`src/rtl/tmr_register_bank.sv`:
```
// tmr_register_bank
//
// Bank of CHANNELS registers, each WIDTH bits. With TMR=1 every channel keeps
// three copies: read-out is the bitwise majority vote, and a disagreement between
// copies is scrubbed on the next edge and reported. With TMR=0 each channel is a
// plain register, and all error outputs are tied low.
//
// Ports:
//   clk, rst_n    clock and asynchronous active-low reset
//   wr_en         per-channel write strobe
//   wr_data       write data; channel i is at [i*WIDTH +: WIDTH]
//   rd_data       voted value per channel, same packing
//   inj_en        fault-injection strobe
//   inj_ch        injection target channel (out-of-range values have no effect)
//   inj_copy      injection target copy 0..2; 3 means no effect
//   inj_mask      bits XORed into the target copy
//   err_pulse     one-cycle mismatch indication per channel
//   err_sticky    latched mismatch per channel
//   err_clr       clears err_sticky and err_cnt
//   err_cnt       saturating count of cycles with at least one mismatching channel
module tmr_register_bank #(
    parameter int unsigned      WIDTH    = 32,
    parameter int unsigned      CHANNELS = 4,
    parameter bit               TMR      = 1'b1,
    parameter logic [WIDTH-1:0] INIT     = '0,
    parameter int unsigned      CNT_W    = 8,
    localparam int unsigned     CH_W     = (CHANNELS > 1) ? $clog2(CHANNELS) : 1
) (
    input  logic                      clk,
    input  logic                      rst_n,
    input  logic [CHANNELS-1:0]       wr_en,
    input  logic [CHANNELS*WIDTH-1:0] wr_data,
    output logic [CHANNELS*WIDTH-1:0] rd_data,
    input  logic                      inj_en,
    input  logic [CH_W-1:0]           inj_ch,
    input  logic [1:0]                inj_copy,
    input  logic [WIDTH-1:0]          inj_mask,
    output logic [CHANNELS-1:0]       err_pulse,
    output logic [CHANNELS-1:0]       err_sticky,
    input  logic                      err_clr,
    output logic [CNT_W-1:0]          err_cnt
);

    if (TMR) begin : g_tmr
        logic [WIDTH-1:0]    copy0_q [CHANNELS];
        logic [WIDTH-1:0]    copy1_q [CHANNELS];
        logic [WIDTH-1:0]    copy2_q [CHANNELS];
        logic [WIDTH-1:0]    voted   [CHANNELS];
        logic [CHANNELS-1:0] mismatch;
        logic                any_mismatch;
        logic [CHANNELS-1:0] pulse_q;
        logic [CHANNELS-1:0] sticky_q;
        logic [CNT_W-1:0]    cnt_q;

        localparam logic [CNT_W-1:0] CntMax = '1;

        always_comb begin
            rd_data = '0;
            for (int i = 0; i < int'(CHANNELS); i++) begin
                voted[i] = (copy0_q[i] & copy1_q[i]) | (copy0_q[i] & copy2_q[i]) |
                           (copy1_q[i] & copy2_q[i]);
                // Two comparisons suffice: if 0==1 and 0==2 then all three agree.
                mismatch[i] = (copy0_q[i] != copy1_q[i]) || (copy0_q[i] != copy2_q[i]);
                rd_data[i*WIDTH +: WIDTH] = voted[i];
            end
            any_mismatch = |mismatch;
        end

        always_ff @(posedge clk or negedge rst_n) begin
            if (!rst_n) begin
                for (int i = 0; i < int'(CHANNELS); i++) begin
                    copy0_q[i] <= INIT;
                    copy1_q[i] <= INIT;
                    copy2_q[i] <= INIT;
                end
            end else begin
                for (int i = 0; i < int'(CHANNELS); i++) begin
                    if (wr_en[i]) begin
                        copy0_q[i] <= wr_data[i*WIDTH +: WIDTH];
                        copy1_q[i] <= wr_data[i*WIDTH +: WIDTH];
                        copy2_q[i] <= wr_data[i*WIDTH +: WIDTH];
                    end else if (mismatch[i]) begin
                        // Scrub takes priority, so an injection arriving during a
                        // scrub is dropped.
                        copy0_q[i] <= voted[i];
                        copy1_q[i] <= voted[i];
                        copy2_q[i] <= voted[i];
                    end else if (inj_en && (inj_ch == CH_W'(i))) begin
                        case (inj_copy)
                            2'd0:    copy0_q[i] <= copy0_q[i] ^ inj_mask;
                            2'd1:    copy1_q[i] <= copy1_q[i] ^ inj_mask;
                            2'd2:    copy2_q[i] <= copy2_q[i] ^ inj_mask;
                            default: ;
                        endcase
                    end
                end
            end
        end

        always_ff @(posedge clk or negedge rst_n) begin
            if (!rst_n) begin
                pulse_q  <= '0;
                sticky_q <= '0;
                cnt_q    <= '0;
            end else begin
                pulse_q  <= mismatch;
                sticky_q <= (sticky_q & {CHANNELS{~err_clr}}) | mismatch;
                if (err_clr) begin
                    cnt_q <= CNT_W'(any_mismatch);
                end else if (any_mismatch && (cnt_q != CntMax)) begin
                    cnt_q <= cnt_q + 1'b1;
                end
            end
        end

        assign err_pulse  = pulse_q;
        assign err_sticky = sticky_q;
        assign err_cnt    = cnt_q;
    end else begin : g_single
        logic [WIDTH-1:0] copy_q [CHANNELS];

        always_comb begin
            rd_data = '0;
            for (int i = 0; i < int'(CHANNELS); i++) begin
                rd_data[i*WIDTH +: WIDTH] = copy_q[i];
            end
        end

        always_ff @(posedge clk or negedge rst_n) begin
            if (!rst_n) begin
                for (int i = 0; i < int'(CHANNELS); i++) begin
                    copy_q[i] <= INIT;
                end
            end else begin
                for (int i = 0; i < int'(CHANNELS); i++) begin
                    if (wr_en[i]) begin
                        copy_q[i] <= wr_data[i*WIDTH +: WIDTH];
                    end else if (inj_en && (inj_ch == CH_W'(i)) && (inj_copy != 2'd3)) begin
                        copy_q[i] <= copy_q[i] ^ inj_mask;
                    end
                end
            end
        end

        assign err_pulse  = '0;
        assign err_sticky = '0;
        assign err_cnt    = '0;
    end

endmodule

```
`config.mk`:
```
export PLATFORM = sky130hd
export DESIGN_NAME = tmr_register_bank
export DESIGN_NICKNAME = d
export VERILOG_FILES = /design/src/rtl/tmr_register_bank.sv
export SDC_FILE = /design/constraint.sdc
export NUM_CORES = 1
export LEC_CHECK = 0
export ABC_AREA = 1
export CORE_MARGIN = 4
export CORE_UTILIZATION = 40
export DETAILED_ROUTE_END_ITERATION = 7
export PLACE_DENSITY = 0.6
export SLEW_MARGIN = 25
export SYNTH_ARGS = -nofsm -noshare
export SYNTH_HDL_FRONTEND = slang
export SYNTH_SLANG_ARGS = --single-unit
```
`constraint.sdc`:
```
create_clock -name clk -period 2.2 [get_ports clk]
set_clock_uncertainty 0.1 [all_clocks]
set_input_delay 0.22 -clock clk [delete_from_list [all_inputs] [get_ports clk]]
set_output_delay 0.22 -clock clk [all_outputs]
set_load 0.02 [all_outputs]
```
==> tab_implementation.tex, run 1 <==
\begin{tabular}{lr}
\hline
Metric & Value \\
\hline
\multicolumn{2}{l}{\textbf{Outcome}} \\
Status & complete, but fails checks \\
Violated checks & setup timing \\
\multicolumn{2}{l}{\textbf{Setup path}} \\
R2r startpoint & g\_tmr.copy0\_q[127] \\
Crit path DAT & $\sim$3 ns \\
Setup slack on the worst flop-to-flop path & -0.44 ns \\
Family of cells with the greatest summed delay on the critical path & simple AND/OR/NAND/NOR gates \\
Critical Path Sink Type & flop \\
Maximum cell stage delay along the critical path & approximately 0.40 ns \\
CP bufs+invs & 3 \\
Cell-by-cell listing of the critical path & ha\_1 > nor2\_1 > nand2\_1 > nor2\_2 > nand2\_2 > nor2\_4 > nand2\_4 > nor2\_4 > buf\_12 > buf\_12 > buf\_8 > o21ai\_2 > a21oi\_1 \\
R2R depth & 13 \\
Critical-path maximum fanout & 8 \\
Slowest-stage cell, CP & sky130\_fd\_sc\_hd\_\_dfrtp\_1 \\
FF-to-FF End & g\_tmr.copy1\_q[125] \\
Startpoint type of the worst setup path & flop \\
Crit Path Category & reg2reg \\
Worst EP required & $\sim$2.6 ns \\
\multicolumn{2}{l}{\textbf{STA}} \\
Final setup violation count & between 300 and 400 \\
Setup total negative slack & -79.42 ns \\
Slew @ Worst Pin & 0.491 ns \\
Final count of hold timing violations & 0 \\
Final max-slew violation count & 0 \\
Minimum clock period & about 2.6 ns \\
Max-slew headroom at the worst pin & 67.3\% \\
Ratio of final minimum period to clock period & 120\% \\
Unrepaired setup endpoints after global routing & yes \\
Max Fclk & 378 MHz \\
Hold\_ws & 0.0277 ns \\
Final worst setup slack & -0.442 ns \\
\multicolumn{2}{l}{\textbf{Placed design}} \\
Final estimated routing congestion in global placement & approximately 0.83 \\
Cell area after placement & about 35000 sq um \\
Pre-CTS worst setup slack & -0.417 ns \\
Detailed placer's ending HPWL & roughly 68 mm \\
Port bufs & 315 \\
\multicolumn{2}{l}{\textbf{CTS}} \\
Clock tree root buffer cell & sky130\_fd\_sc\_hd\_\_clkbuf\_16 \\
Clk pin slew, worst setup/hold paths & about 0.070 ns \\
Number of buffers created by CTS & 49 \\
Clock tree from TritonCTS & yes \\
Later-pin clock latency in the skew report & 0.61 ns \\
CTS H-tree depth & 2 \\
Sink count of the clock tree & 400 \\
Max Buffers Root-to-Sink & 3 \\
\multicolumn{2}{l}{\textbf{Global routing}} \\
First-pass GRT wire length & 156 mm \\
Number of antenna violations at the first check in global routing & 3 \\
Overall track demand over capacity in global routing & between 20\% and 30\% \\
Global route total overflow & 0 \\
Number of global-route vias before repair & 27256 \\
Maximum number of pins on one net before global-route repair & just under 70 \\
\multicolumn{2}{l}{\textbf{Drt}} \\
Via Count & between 20000 and 30000 \\
Routed length per instance & between 20 and 25 um \\
Post-Route WL & 112 mm \\
DRC viols & 0 \\
Via-per-instance ratio & between 5 and 6 \\
Antenna-violating nets left & 0 \\
Iteration count of the initial detailed-routing pass & 6 \\
Initial drt markers & approximately 2400 \\
\multicolumn{2}{l}{\textbf{Power and ir drop}} \\
Post-layout total power & 0.0286 W \\
Worst IR drop on VDD & around 560 uV \\
LEAKAGE & 19.7 nW \\
Power per cell area & approximately 670 nW/um\^{}2 \\
\multicolumn{2}{l}{\textbf{Logic synthesis}} \\
Syn Area/Cell & 7.99 sq um \\
Sequential share of the synthesized area & between 30\% and 40\% \\
Total nets after synthesis & about 3900 \\
\#FFs+latches synth & 400 \\
Synth Instances & between 3000 and 4000 \\
Number of distinct library cell variants in the gate-level netlist after synthesis & 27 \\
Number of warning messages in the yosys log & 0 \\
Summed instance area of the synthesized netlist & 27500 sq um \\
\multicolumn{2}{l}{\textbf{Floorplan}} \\
Num rows & 95 \\
Core ar. & a little under 70000 sq um \\
Die Ht & between 200 and 300 um \\
Width of the chip & roughly 270 um \\
Number of top-level pins & 316 \\
Initial Utilization & 40.6\% \\
Area of the die & 72900 sq um \\
\multicolumn{2}{l}{\textbf{Layout}} \\
Area growth, synth to finish & 55.1\% \\
Fin nets & around 4700 \\
Proportion of layout cells with a drive suffix above 1 & between 30 and 40\% \\
Area of all placed cells without fillers & 42600 sq um \\
\multicolumn{2}{l}{\textbf{Min path}} \\
Worst min path class & in2async \\
\multicolumn{2}{l}{\textbf{Job}} \\
Max\_cap viols & 0 \\
\hline
\end{tabular}
[state kept, by name, summed over array words and instances (netlist names)]
signal,count
err_cnt,8
g_tmr.copy1_q,128
err_sticky,4
err_pulse,4
g_tmr.copy0_q,128
g_tmr.copy2_q,128
[through the flow]
stage	std cells	util, %
floorplan	3440	-
global placement	4957	51.8
detailed placement	4957	51.8
CTS	5105	56.7
global route	5178	63.0
finish	5178	63.0
[cell usage after synthesis]
master	n	area, sq um
sky130_fd_sc_hd__nor2_4	3	33.8
sky130_fd_sc_hd__nand2_1	479	1800
sky130_fd_sc_hd__nor2_1	748	2810
sky130_fd_sc_hd__a211o_1	32	280
sky130_fd_sc_hd__inv_1	11	41.3
sky130_fd_sc_hd__ha_1	257	3220
sky130_fd_sc_hd__a21oi_1	484	2420
sky130_fd_sc_hd__nor2_2	4	25.0
sky130_fd_sc_hd__nor3_1	6	30.0
sky130_fd_sc_hd__xor2_1	290	2540
sky130_fd_sc_hd__buf_2	93	465
sky130_fd_sc_hd__o21ai_1	41	205
sky130_fd_sc_hd__buf_4	8	60.1
sky130_fd_sc_hd__or2_2	1	6.26
sky130_fd_sc_hd__clkbuf_1	68	255
sky130_fd_sc_hd__nand2_2	5	31.3
sky130_fd_sc_hd__dfrtp_1	400	10000
sky130_fd_sc_hd__xnor2_1	96	841
sky130_fd_sc_hd__nor2_8	1	20.0
sky130_fd_sc_hd__buf_1	4	15.0
sky130_fd_sc_hd__inv_2	1	3.75
sky130_fd_sc_hd__o21ai_0	250	1250
sky130_fd_sc_hd__nand3_1	46	230
sky130_fd_sc_hd__buf_6	12	135
sky130_fd_sc_hd__and3_1	2	12.5
sky130_fd_sc_hd__nand4_1	2	12.5
sky130_fd_sc_hd__a22oi_1	96	721
[area by class of cell]
cell class | instances | area, sq um
diodes | 3 | 7.51
clock buffers | 75 | 1430
clock inverters | 10 | 131
fillers | 5541 | 25000
inverters | 12 | 45.0
multi-input cells | 2843 | 20000
flip-flops and latches | 400 | 10000
well taps | 873 | 1090
repair buffers | 962 | 9920
[cell usage in the layout, fill, tap and decap left out, types with 4 or more instances in the layout]
cell type / netlist / final
sky130_fd_sc_hd__a211o_1: 32 / 32
sky130_fd_sc_hd__a21oi_1: 484 / 389
sky130_fd_sc_hd__a21oi_2: 0 / 95
sky130_fd_sc_hd__a22oi_1: 96 / 42
sky130_fd_sc_hd__a22oi_2: 0 / 54
sky130_fd_sc_hd__buf_12: 0 / 56
sky130_fd_sc_hd__buf_16: 0 / 22
sky130_fd_sc_hd__buf_4: 8 / 503
sky130_fd_sc_hd__buf_6: 12 / 16
sky130_fd_sc_hd__buf_8: 0 / 18
sky130_fd_sc_hd__clkbuf_1: 68 / 18
sky130_fd_sc_hd__clkbuf_16: 0 / 83
sky130_fd_sc_hd__clkbuf_2: 0 / 26
sky130_fd_sc_hd__clkbuf_8: 0 / 6
sky130_fd_sc_hd__clkdlybuf4s15_1: 0 / 15
sky130_fd_sc_hd__clkdlybuf4s50_1: 0 / 183
sky130_fd_sc_hd__clkinv_2: 0 / 5
sky130_fd_sc_hd__dfrtp_1: 400 / 396
sky130_fd_sc_hd__dfrtp_2: 0 / 4
sky130_fd_sc_hd__dlygate4sd2_1: 0 / 15
sky130_fd_sc_hd__dlymetal6s2s_1: 0 / 72
sky130_fd_sc_hd__ha_1: 257 / 252
sky130_fd_sc_hd__ha_4: 0 / 5
sky130_fd_sc_hd__inv_1: 11 / 11
sky130_fd_sc_hd__nand2_1: 479 / 442
sky130_fd_sc_hd__nand2_2: 5 / 24
sky130_fd_sc_hd__nand2_4: 0 / 8
sky130_fd_sc_hd__nand2_8: 0 / 10
sky130_fd_sc_hd__nand3_1: 46 / 38
sky130_fd_sc_hd__nand3_2: 0 / 8
sky130_fd_sc_hd__nor2_1: 748 / 406
sky130_fd_sc_hd__nor2_2: 4 / 125
sky130_fd_sc_hd__nor2_4: 3 / 224
sky130_fd_sc_hd__nor3_1: 6 / 6
sky130_fd_sc_hd__o21ai_0: 250 / 126
sky130_fd_sc_hd__o21ai_1: 41 / 56
sky130_fd_sc_hd__o21ai_2: 0 / 94
sky130_fd_sc_hd__o21ai_4: 0 / 15
sky130_fd_sc_hd__xnor2_1: 96 / 96
sky130_fd_sc_hd__xor2_1: 290 / 290
[report_power, final]
part           switching (W)  internal [W]  total (W)
Combinational        0.00617       0.00502     0.0112
Sequential          0.000828       0.00844    0.00927
Clock                0.00341       0.00479    0.00819
[kinds of logic (layout without fill, tap and decap cells)]
logic type	after synthesis	count (layout)	synth area share (%)
compound gates	903	903	17.8
xor+xnor	386	386	12.3
fa+ha+maj	257	257	11.7
buf+inv	197	1059	3.55
flops	400	400	36.4
other cells	0	3	0
simple gates	1297	1297	18.2
[layer usage]
layer	vias to the layer above	share of wire, %	track usage [%]	routed length [um]
met2	1126	45	42.9	50700
met4	0	3.3	8.56	3690
met1	13909	43	36.5	48200
met5	-	0	0	0
met3	217	8.2	5.37	9120
li1	13348	-	-	-
[worst max-delay path by stage]
stage,startpoint,endpoint,cells after the start
detailed placement,g_tmr.copy0_q[90],err_cnt[4],13
floorplan,g_tmr.copy0_q[95],g_tmr.copy2_q[65],12
finish,g_tmr.copy0_q[127],g_tmr.copy1_q[125],13
global placement,g_tmr.copy0_q[90],err_cnt[4],13
global route,g_tmr.copy0_q[127],g_tmr.copy1_q[125],13
CTS,g_tmr.copy0_q[90],g_tmr.copy1_q[92],13
[repair_timing]
item	in CTS	in global routing
cloned	25	45
hold buffers	1	0
endpoints found under the hold margin	400	0
endpoints found under the setup margin	520	513
setup buffers	37	37
gates resized for setup	318	1041
pin swaps	89	256
No activity file was read; power rests on OpenSTA's default activity.
==> run 2, diff against run 1 <==
Settings changed: CORE_MARGIN 4 to 2.
==> tab_implementation.tex, run 2 (synthesis gave the netlist of run 1 again) <==
\begin{tabular}{lr}
\hline
Metric & Value \\
\hline
\multicolumn{2}{l}{\textbf{Outcome}} \\
Status & complete, but fails checks \\
Violated checks & setup timing \\
\multicolumn{2}{l}{\textbf{Drt}} \\
Post-Route WL & between 100 and 150 mm \\
DRC viols & 0 \\
Routed length per instance & between 20 and 25 um \\
Via Count & between 20000 and 30000 \\
Iteration count of the initial detailed-routing pass & 5 \\
Initial drt markers & 2100 \\
Antenna-violating nets left & 0 \\
Via-per-instance ratio & $\sim$5.4 \\
\multicolumn{2}{l}{\textbf{Power and ir drop}} \\
Power per cell area & 700 nW/um\^{}2 \\
Worst IR drop on VDD & around 530 uV \\
LEAKAGE & 18.7 nW \\
Post-layout total power & 0.0284 W \\
\multicolumn{2}{l}{\textbf{CTS}} \\
Sink count of the clock tree & 400 \\
Clock tree root buffer cell & sky130\_fd\_sc\_hd\_\_clkbuf\_16 \\
Number of buffers created by CTS & between 40 and 50 \\
Later-pin clock latency in the skew report & around 0.6 ns \\
CTS H-tree depth & 2 \\
Max Buffers Root-to-Sink & 3 \\
Clock tree from TritonCTS & yes \\
Clk pin slew, worst setup/hold paths & $\sim$0.060 ns \\
\multicolumn{2}{l}{\textbf{Layout}} \\
Area growth, synth to finish & 47.6\% \\
Final core area utilization & between 50\% and 60\% \\
Post-route non-filler standard cell count & around 5200 \\
Top flop regs & g\_tmr.copy0\_q x128, g\_tmr.copy1\_q x128, g\_tmr.copy2\_q x128 \\
Most common cell after layout, fill and taps aside & sky130\_fd\_sc\_hd\_\_nor2\_1 \\
Total area of sequential cells & between 10000 and 15000 sq um \\
Fill cell total of the finished layout & $\sim$6000 \\
Multi-input gate area & approximately 18000 sq um \\
Proportion of layout cells with a drive suffix above 1 & between 20\% and 30\% \\
Most frequent cells in the layout & sky130\_fd\_sc\_hd\_\_nor2\_1 (570), sky130\_fd\_sc\_hd\_\_buf\_4 (489), sky130\_fd\_sc\_hd\_\_nand2\_1 (452), sky130\_fd\_sc\_hd\_\_a21oi\_1 (451), sky130\_fd\_sc\_hd\_\_dfrtp\_1 (396) \\
Fin nets & roughly 4700 \\
\multicolumn{2}{l}{\textbf{STA}} \\
Final setup violation count & between 400 and 500 \\
Final worst setup slack & -0.290 ns \\
Minimum clock period & about 2.5 ns \\
Slew @ Worst Pin & around 0.53 ns \\
Hold\_ws & slightly above 0.02 ns \\
Ratio of final minimum period to clock period & 113\% \\
Unrepaired setup endpoints after global routing & yes \\
Max-slew headroom at the worst pin & between 60\% and 70\% \\
Max Fclk & roughly 400 MHz \\
Final count of hold timing violations & 0 \\
Final max-slew violation count & 0 \\
\multicolumn{2}{l}{\textbf{Setup path}} \\
Beginning of the critical path & g\_tmr.copy0\_q[0] \\
CP endpoint & g\_tmr.copy1\_q[11] \\
CP bufs+invs & 3 \\
Critical-path maximum fanout & 10 \\
R2r startpoint & g\_tmr.copy0\_q[0] \\
R2R depth & 13 \\
Crit Path Category & reg2reg \\
Worst EP required & $\sim$2.6 ns \\
Setup slack on the worst flop-to-flop path & -0.29 ns \\
Maximum cell stage delay along the critical path & slightly above 0.4 ns \\
FF-to-FF End & g\_tmr.copy1\_q[11] \\
Worst path depth & 13 \\
Critical Path Sink Type & flop \\
Cell-by-cell listing of the critical path & ha\_1 > nor2\_1 > nand2\_1 > nor2\_2 > nand2\_2 > nor2\_4 > nand2\_4 > nor2\_8 > buf\_4 > buf\_12 > clkbuf\_16 > o21ai\_1 > a21oi\_1 \\
Startpoint type of the worst setup path & flop \\
Crit path DAT & around 2.9 ns \\
Slowest-stage cell, CP & sky130\_fd\_sc\_hd\_\_dfrtp\_1 \\
Family of cells with the greatest summed delay on the critical path & simple AND/OR/NAND/NOR gates \\
\multicolumn{2}{l}{\textbf{Placed design}} \\
Final estimated routing congestion in global placement & between 0.8 and 0.9 \\
Detailed placer's ending HPWL & 66.4 mm \\
Placed insts & $\sim$5000 \\
Port bufs & around 320 \\
Pre-CTS worst setup slack & -0.361 ns \\
\multicolumn{2}{l}{\textbf{Floorplan}} \\
Initial Utilization & 40.2\% \\
Number of top-level pins & 316 \\
Width of the chip & about 270 um \\
Area of the die & 70800 sq um \\
Core ar. & between 60000 and 70000 sq um \\
Die Ht & between 200 and 300 um \\
Num rows & 96 \\
\multicolumn{2}{l}{\textbf{Global routing}} \\
First-pass GRT wire length & 152 mm \\
Number of antenna violations at the first check in global routing & 1 \\
Global route total overflow & 0 \\
Overall track demand over capacity in global routing & between 20 and 30\% \\
Maximum number of pins on one net before global-route repair & 88 \\
Number of global-route vias before repair & between 20000 and 30000 \\
\multicolumn{2}{l}{\textbf{Job}} \\
Max\_cap viols & 0 \\
\multicolumn{2}{l}{\textbf{Min path}} \\
Worst min path class & in2async \\
\hline
\end{tabular}
[run 2: layout make-up]
| class | count | area share, % |
|---|---|---|
| repair buffers | 936 | 23.4 |
| inverters | 12 | 0.111 |
| multi-input cells | 2843 | 45.1 |
| clock buffers | 81 | 3.85 |
| diodes | 2 | 0.0123 |
| clock inverters | 8 | 0.117 |
| well taps | 882 | 2.72 |
| flip-flops and latches | 400 | 24.7 |
[run 2: how the worst min path moves through the flow]
stage                         endpoint  slack, ns  cells after the start  startpoint
detailed placement  g_tmr.copy0_q[120]       0.05                      1       rst_n
CTS                 g_tmr.copy2_q[108]      0.002                      2       rst_n
global route         g_tmr.copy0_q[12]       0.03                      2       rst_n
global placement    g_tmr.copy0_q[120]       0.04                      1       rst_n
floorplan                   err_cnt[0]      -0.18                      0       rst_n
finish              g_tmr.copy2_q[115]       0.02                      2       rst_n
[run 2: layer usage]
metal  share of wire, %  vias up  track usage, %
li1                   -    13255               -
met1                 44    13623            37.5
met2                 45     1074            44.2
met3                7.5      190            4.09
met4                3.3        0            9.00
met5                  0        -               0
[run 2: stage by stage]
| step | cell area [sq um] | setup TNS [ns] |
|---|---|---|
| floorplan | 27500 | 0 |
| global placement | 35200 | -92.55 |
| detailed placement | 35200 | -102.47 |
| CTS | 37800 | -70.99 |
| global route | 40500 | -131.29 |
| finish | 40500 | -88.46 |
[run 2: worst reg2reg max path, cell delays in order (launching register included)]
cell                        delay (ns)
sky130_fd_sc_hd__dfrtp_1          0.41
sky130_fd_sc_hd__ha_1             0.30
sky130_fd_sc_hd__nor2_1           0.11
sky130_fd_sc_hd__nand2_1          0.08
sky130_fd_sc_hd__nor2_2           0.18
sky130_fd_sc_hd__nand2_2          0.13
sky130_fd_sc_hd__nor2_4           0.14
sky130_fd_sc_hd__nand2_4          0.11
sky130_fd_sc_hd__nor2_8           0.15
sky130_fd_sc_hd__buf_4            0.14
sky130_fd_sc_hd__buf_12           0.13
sky130_fd_sc_hd__clkbuf_16        0.17
sky130_fd_sc_hd__o21ai_1          0.09
sky130_fd_sc_hd__a21oi_1          0.17
[run 2: what timing repair did]
item,CTS,global route
gates resized for setup,211,468
endpoints found under the hold margin,358,0
pin swaps,93,215
setup buffers,28,20
gates cloned,12,50
hold buffers,1,0
setup endpoints to repair,521,520
[run 2: power breakdown]
group | internal (W) | leakage, nW | switching (W)
registers | 0.00844 | 4.83 | 0.000836
logic | 0.00505 | 13.1 | 0.00578
clock network | 0.00480 | 0.798 | 0.00345
